<file path="src/rtl/gpu_pkg.sv">
// Shared GPU core definitions: core/LSU state encodings, register-input mux select,
// default datapath widths and the memory-op decode used by each thread's LSU.
package gpu_pkg;

    localparam int DATA_BITS_DEFAULT = 8;
    localparam int ADDR_BITS_DEFAULT = 8;

    typedef enum logic [2:0] {
        CORE_IDLE    = 3'b000,
        CORE_FETCH   = 3'b001,
        CORE_DECODE  = 3'b010,
        CORE_REQUEST = 3'b011,
        CORE_WAIT    = 3'b100,
        CORE_EXECUTE = 3'b101,
        CORE_UPDATE  = 3'b110,
        CORE_DONE    = 3'b111
    } core_state_t;

    typedef enum logic [1:0] {
        LSU_IDLE       = 2'b00,
        LSU_REQUESTING = 2'b01,
        LSU_WAITING    = 2'b10,
        LSU_DONE       = 2'b11
    } lsu_state_t;

    typedef enum logic [1:0] {
        REG_IN_ARITHMETIC = 2'b00,
        REG_IN_MEMORY     = 2'b01,
        REG_IN_CONSTANT   = 2'b10
    } reg_input_mux_t;

    typedef enum logic [1:0] {
        MEM_OP_NONE  = 2'b00,
        MEM_OP_LOAD  = 2'b01,
        MEM_OP_STORE = 2'b10
    } mem_op_t;

    // A load wins when the decoder flags both; the store is dropped for that instruction.
    function automatic mem_op_t decode_mem_op(input logic read_enable, input logic write_enable);
        if (read_enable)
            return MEM_OP_LOAD;
        else if (write_enable)
            return MEM_OP_STORE;
        else
            return MEM_OP_NONE;
    endfunction

endpackage

</file>
<file path="src/rtl/lsu_if.sv">
// Data-memory port between a thread LSU (master) and the memory controller (slave):
// independent valid/ready read and write channels.
interface lsu_if #(
    parameter int ADDR_BITS = 8,
    parameter int DATA_BITS = 8
);
    logic                 mem_read_valid;
    logic [ADDR_BITS-1:0] mem_read_address;
    logic                 mem_read_ready;
    logic [DATA_BITS-1:0] mem_read_data;
    logic                 mem_write_valid;
    logic [ADDR_BITS-1:0] mem_write_address;
    logic [DATA_BITS-1:0] mem_write_data;
    logic                 mem_write_ready;

    modport master (
        output mem_read_valid, mem_read_address,
        input  mem_read_ready, mem_read_data,
        output mem_write_valid, mem_write_address, mem_write_data,
        input  mem_write_ready
    );

    modport slave (
        input  mem_read_valid, mem_read_address,
        output mem_read_ready, mem_read_data,
        input  mem_write_valid, mem_write_address, mem_write_data,
        output mem_write_ready
    );
endinterface

</file>
<file path="src/rtl/lsu.sv">
// Per-thread load/store unit: issues one LDR/STR per memory instruction to data memory
// and holds the loaded byte on lsu_out for the core's UPDATE write-back.
module lsu
    import gpu_pkg::*;
#(
    parameter int ADDR_BITS = ADDR_BITS_DEFAULT,
    parameter int DATA_BITS = DATA_BITS_DEFAULT
) (
    input  logic                 clk,
    input  logic                 reset,
    input  logic                 enable,
    input  logic [2:0]           core_state,
    input  logic                 decoded_mem_read_enable,
    input  logic                 decoded_mem_write_enable,
    input  logic [DATA_BITS-1:0] rs,
    input  logic [DATA_BITS-1:0] rt,
    lsu_if.master                mem,
    output logic [1:0]           lsu_state,
    output logic [DATA_BITS-1:0] lsu_out
);

    lsu_state_t state;
    mem_op_t    op;
    mem_op_t    next_op;

    assign next_op   = decode_mem_op(decoded_mem_read_enable, decoded_mem_write_enable);
    assign lsu_state = state;

    // NOTE: reset is sampled on the clock edge, so it lives inside the edge-triggered
    // block and is the first branch; it overrides enable and any in-flight request.
    always_ff @(posedge clk) begin
        if (reset) begin
            state                 <= LSU_IDLE;
            op                    <= MEM_OP_NONE;
            mem.mem_read_valid    <= 1'b0;
            mem.mem_read_address  <= '0;
            mem.mem_write_valid   <= 1'b0;
            mem.mem_write_address <= '0;
            mem.mem_write_data    <= '0;
            lsu_out               <= '0;
        end else if (enable) begin
            case (state)
                LSU_IDLE: begin
                    // The op is captured here so the WAITING handshake follows the
                    // instruction that started it, whatever the decoder shows later.
                    if (core_state == CORE_REQUEST && next_op != MEM_OP_NONE) begin
                        op    <= next_op;
                        state <= LSU_REQUESTING;
                    end
                end
                LSU_REQUESTING: begin
                    if (op == MEM_OP_LOAD) begin
                        mem.mem_read_valid   <= 1'b1;
                        mem.mem_read_address <= rs[ADDR_BITS-1:0];
                    end else begin
                        mem.mem_write_valid   <= 1'b1;
                        mem.mem_write_address <= rs[ADDR_BITS-1:0];
                        mem.mem_write_data    <= rt;
                    end
                    state <= LSU_WAITING;
                end
                LSU_WAITING: begin
                    if (op == MEM_OP_LOAD) begin
                        if (mem.mem_read_valid && mem.mem_read_ready) begin
                            lsu_out            <= mem.mem_read_data;
                            mem.mem_read_valid <= 1'b0;
                            state              <= LSU_DONE;
                        end
                    end else if (mem.mem_write_valid && mem.mem_write_ready) begin
                        mem.mem_write_valid <= 1'b0;
                        state               <= LSU_DONE;
                    end
                end
                LSU_DONE: begin
                    if (core_state == CORE_UPDATE)
                        state <= LSU_IDLE;
                end
                default: state <= LSU_IDLE;
            endcase
        end
    end

endmodule

</file>
<file path="src/flat_wrapper.sv">
// flat-port wrapper written by rule: the top's interface ports become plain ports
module lsu_flat import gpu_pkg::*;
#(
    parameter int ADDR_BITS = ADDR_BITS_DEFAULT,
    parameter int DATA_BITS = DATA_BITS_DEFAULT
)
  (clk, reset, enable, core_state, decoded_mem_read_enable, decoded_mem_write_enable, rs, rt, lsu_state, lsu_out, mem_mem_read_valid, mem_mem_read_address, mem_mem_read_ready, mem_mem_read_data, mem_mem_write_valid, mem_mem_write_address, mem_mem_write_data, mem_mem_write_ready);
  lsu_if #(.ADDR_BITS(ADDR_BITS), .DATA_BITS(DATA_BITS)) mem_i ();
  input  logic clk;
  input  logic reset;
  input  logic enable;
  input  logic [2:0] core_state;
  input  logic decoded_mem_read_enable;
  input  logic decoded_mem_write_enable;
  input  logic [DATA_BITS-1:0] rs;
  input  logic [DATA_BITS-1:0] rt;
  output logic [1:0] lsu_state;
  output logic [DATA_BITS-1:0] lsu_out;
  output wire logic [$bits(mem_i.mem_read_valid)-1:0] mem_mem_read_valid;
  output wire logic [$bits(mem_i.mem_read_address)-1:0] mem_mem_read_address;
  input wire logic [$bits(mem_i.mem_read_ready)-1:0] mem_mem_read_ready;
  input wire logic [$bits(mem_i.mem_read_data)-1:0] mem_mem_read_data;
  output wire logic [$bits(mem_i.mem_write_valid)-1:0] mem_mem_write_valid;
  output wire logic [$bits(mem_i.mem_write_address)-1:0] mem_mem_write_address;
  output wire logic [$bits(mem_i.mem_write_data)-1:0] mem_mem_write_data;
  input wire logic [$bits(mem_i.mem_write_ready)-1:0] mem_mem_write_ready;
  assign mem_mem_read_valid = mem_i.mem_read_valid;
  assign mem_mem_read_address = mem_i.mem_read_address;
  assign mem_i.mem_read_ready = mem_mem_read_ready;
  assign mem_i.mem_read_data = mem_mem_read_data;
  assign mem_mem_write_valid = mem_i.mem_write_valid;
  assign mem_mem_write_address = mem_i.mem_write_address;
  assign mem_mem_write_data = mem_i.mem_write_data;
  assign mem_i.mem_write_ready = mem_mem_write_ready;
  lsu #(.ADDR_BITS(ADDR_BITS), .DATA_BITS(DATA_BITS)) u_core (.clk(clk), .reset(reset), .enable(enable), .core_state(core_state), .decoded_mem_read_enable(decoded_mem_read_enable), .decoded_mem_write_enable(decoded_mem_write_enable), .rs(rs), .rt(rt), .mem(mem_i), .lsu_state(lsu_state), .lsu_out(lsu_out));
endmodule
</file>
<file path="config.mk">
export PLATFORM = sky130hd
export DESIGN_NAME = lsu_flat
export DESIGN_NICKNAME = d
export VERILOG_FILES = /design/src/rtl/gpu_pkg.sv /design/src/rtl/lsu_if.sv /design/src/rtl/lsu.sv /design/src/flat_wrapper.sv
export SDC_FILE = /design/constraint.sdc
export NUM_CORES = 1
export LEC_CHECK = 0
export CORE_ASPECT_RATIO = 1.75
export CORE_UTILIZATION = 41
export DETAILED_ROUTE_END_ITERATION = 8
export MAX_ROUTING_LAYER = met4
export PLACE_DENSITY = 0.86
export SLEW_MARGIN = 10
export SYNTH_ARGS = -nofsm -noshare
export SYNTH_HDL_FRONTEND = slang
export SYNTH_SLANG_ARGS = --single-unit
</file>
<file path="constraint.sdc">
create_clock -name clk -period 1.75 [get_ports clk]
set_input_delay 0.525 -clock clk [delete_from_list [all_inputs] [get_ports clk]]
set_output_delay 0.525 -clock clk [all_outputs]
set_load 0.02 [all_outputs]
</file>
==> summary.md <==
| Metric | Value |
|---|---|
| Status | `finished, final reports clean` |
| FP Rows | `29` |
| Clk_lat worst skew | `between 0.2 and 0.3 ns` |
| Share of cells above drive strength 1 | `between 10% and 20%` |
| CP max FO | `8` |
| Simple-gate share of the synthesized area | `a little under a quarter` |
| Sw frac | `around a quarter` |
| WP data arrival | `1.78 ns` |
| DRC | `0` |
| Final setup fails | `0` |
| CP Class | `in -> reg` |
| Global Route Usage Sum | `between 20% and 30%` |
| Leak | `roughly 1.2 nW` |
| Top FF cell, synth | `dfxtp_1` |
| Relative slew margins | `between 80% and 90%` |
| Final std cells w/o fill | `slightly above 300` |
| Yosys Warn Count | `0` |
| Core Box Area | `approximately 0.0037 sq mm` |
| Mapped Cells | `approximately 180` |
| Req. time, crit path | `1.92 ns` |
| Cell-internal power | `0.00126 W` |
| Initial DRC Count | `25` |
| Initial antenna violation count | `0` |
| CP Launch Type | `input port` |
| Worst-path clk slew | `0.07 ns` |
| Final period utilization | `roughly 92%` |
| Largest net degree at the start of global routing | `23` |
| Mux contribution to synthesized area | `under 10%` |
| WP buf/inv | `1` |
| Die ar. | `approximately 0.0041 sq mm` |
| Top-count cell post-synth | `nand2_1` |
| Global-route wire length before repair | `6330 um` |
| MaxCap Viol Count | `0` |
| Cell family with most CP delay | `simple AND/OR/NAND/NOR gates` |
| Gpl congestion | `approximately 0.8` |
| Register area share after synthesis | `about half` |
| F_max | `just over 600 MHz` |
| Layout filler cell count | `325` |
| DPL Wire Length | `between 2000 and 3000 um` |
| Post-synthesis async set-or-reset flop share | `0%` |
| Setup Fix Bufs, Post-CTS | `0` |
| P&R area growth vs syn | `53.8%` |
| Setup Total Neg Slack | `0 ns` |
| Post-synthesis area per instance | `between 8 and 9 sq um` |
| Antenna Nets Post-Route | `0` |
| Crit-path max cell delay | `0.50 ns` |
| Top cells by area, synth | `dfxtp_1 48%, nand2_1 13%, a21oi_1 7.9%, mux2i_1 7.0%, ha_1 4.0%` |
| Post-DP Area | `between 0.002 and 0.0025 sq mm` |
| CTS tree | `built` |
| Tightest Hold Check Type | `reg -> reg` |
| Worst Tran Pin Value | `0.273 ns` |
| Starting density of the core | `a little over two fifths` |
| Power share of the sequential group | `a little over half` |
| CP cell instances | `clkdlybuf4s50_1 > and3_1 > and3_4 > mux2i_1 > nor2_1` |
| Fin Clk Skew | `0.00805 ns` |
| Unrepaired setup endpoints after global routing | `no` |
| Xor/xnor share of the synthesized area | `0%` |
| Combinational Power Share | `about an eighth` |
| Post-synth EDFFs | `0` |
| Netlist cell types | `31` |
| Hold slack final | `about 0.45 ns` |
| Post-synth top cells | `53 x nand2_1, 38 x dfxtp_1, 25 x a21oi_1, 14 x nor2_1, 11 x mux2i_1` |
| Design area | `between 0.002 and 0.0025 sq mm` |
| Slowest-stage cell, CP | `clkdlybuf4s50_1` |
| Die width | `just under 50 um` |
| Port bufs | `between 60 and 70` |
| Clock power share | `33.7%` |
| Final global-route overflow total | `0` |
| Io pins | `70` |
| Cell taking the most area after synthesis | `dfxtp_1` |
| Routed via count | `approximately 1500` |
| Synth top area share | `48.2%` |
| Avg Vias per Cell | `4.83` |
| Max Buffers Root-to-Sink | `2` |
| Antenna diodes | `0` |
| Worst VDD drop | `about 0.66 mV` |
| Avg WL per Cell | `approximately 13 um` |
| Post-synth net total | `~220` |
| Layout Nets | `a little under 300` |
| Synth Area in Compound Gates | `13.6%` |
| TritonRoute pass-1 iters | `4` |
| Aggregate routed wire length | `3800 um` |
| Number of synthesized register bits | `38` |
| Pwr per Cell Area | `slightly below 700 mW/mm^2` |
| Hold Buf Count CTS | `0` |
| Hold Fails Final Rpt | `0` |
| Largest family of logic cells by synthesized area | `simple AND/OR/NAND/NOR gates` |
| Die Ht | `~84 um` |
| CP endpoint kind | `register` |
| Adder-Cell Fraction of Synth Area | `under 10%` |
| Sw power | `between 0.0003 and 0.0004 W` |
| H-tree Lvls | `2` |
| CTS Buf Count | `5` |
| Post-Syn Area | `between 0.0015 and 0.002 sq mm` |
| Clk sinks | `38` |
| Pins Over Slew Limit | `0` |
| Post-layout util | `between 60% and 70%` |
| CTS root buf | `clkbuf_8` |
| Placed insts | `between 200 and 300` |
| Final min period | `around 1.6 ns` |
| Vias in the first global route | `1466` |
layout make-up:
type | count | area (sq um) | area share, %
repair buffers | 78 | 771 | 31.8
flip-flops and latches | 38 | 761 | 31.4
multi-input cells | 130 | 747 | 30.8
clock buffers | 5 | 68.8 | 2.84
well taps | 46 | 57.6 | 2.37
inverters | 3 | 11.3 | 0.464
clock inverters | 2 | 10.0 | 0.413
layout by cell type (no fill, tap or decap), types with 2 or more instances in the layout:
cell              n
inv_1             3
clkinv_2          2
nand2_1          53
nand3b_1          2
nand2b_1          3
ha_1              5
buf_4             8
dfxtp_1          38
a21oi_1          25
nand3_2           2
nor2_1           14
mux2i_1          11
clkbuf_8          5
clkdlybuf4s50_1  33
dlygate4sd2_1    24
dlymetal6s2s_1   12
worst min-delay path, cell delays in order, from the launching register on:
cell	delay [ns]
dfxtp_1	0.31
nand2_1	0.05
a21oi_1	0.05
worst paths after layout:
| check | cells past startpoint | slack, ns | from | endpoint |
|---|---|---|---|---|
| worst max-delay path | 5 | 0.15 | enable | u_core.lsu_out[0]$_SDFFE_PP0P_ |
| worst min register to register | 2 | 0.45 | u_core.mem.mem_write_data[6]$_SDFFE_PP0P_ | u_core.mem.mem_write_data[6]$_SDFFE_PP0P_ |
| worst max register to register | 6 | 0.17 | u_core.lsu_state[0]$_SDFFE_PP0P_ | u_core.lsu_out[0]$_SDFFE_PP0P_ |
| worst min-delay path | 2 | 0.45 | u_core.mem.mem_write_data[6]$_SDFFE_PP0P_ | u_core.mem.mem_write_data[6]$_SDFFE_PP0P_ |
through the flow:
step / total power [W] / setup WS (ns)
after floorplan: 0.000988 / 0.144
after global placement: 0.00111 / -0.0955
after detailed placement: 0.00112 / -0.144
after CTS: 0.00166 / 0.000445
after global routing: 0.00172 / 0.0465
final: 0.00164 / 0.146
power groups by stage:
stage | Combinational, W | Sequential (W) | Clock (W)
global route | 0.000220 | 0.000887 | 0.000609
global placement | 0.000208 | 0.000905 | 0
finish | 0.000204 | 0.000885 | 0.000554
detailed placement | 0.000210 | 0.000905 | 0
CTS | 0.000207 | 0.000885 | 0.000569
floorplan | 0.0000681 | 0.000920 | 0
cells by family (layout without fill, tap and decap cells):
logic type,after synthesis,in the layout
and+or+nand+nor,80,80
DFF,38,38
adders and majority gates,5,5
muxes,11,11
buffers and inverters,11,88
AOI/OAI and AO/OA,34,34
what timing repair did:
action,in CTS,in global routing
resized for setup,24,12
setup endpoints to repair,24,12
cloned,0,0
registers in the layout, indices dropped and copies added (netlist names):
signal / flops
u_core.mem.mem_write_valid: 1
u_core.lsu_state: 2
u_core.lsu_out: 8
u_core.op: 2
u_core.mem.mem_write_data: 8
u_core.mem.mem_read_valid: 1
u_core.mem.mem_write_address: 8
u_core.mem.mem_read_address: 8
routing by layer:
metal	up-vias	wire length [um]	global-route usage (%)
met5	-	0	-
met4	0	145	12.3
met3	12	156	4.01
met2	47	2070	36.7
met1	657	1430	20.0
li1	742	-	-
(Power assumes the default switching activity.)
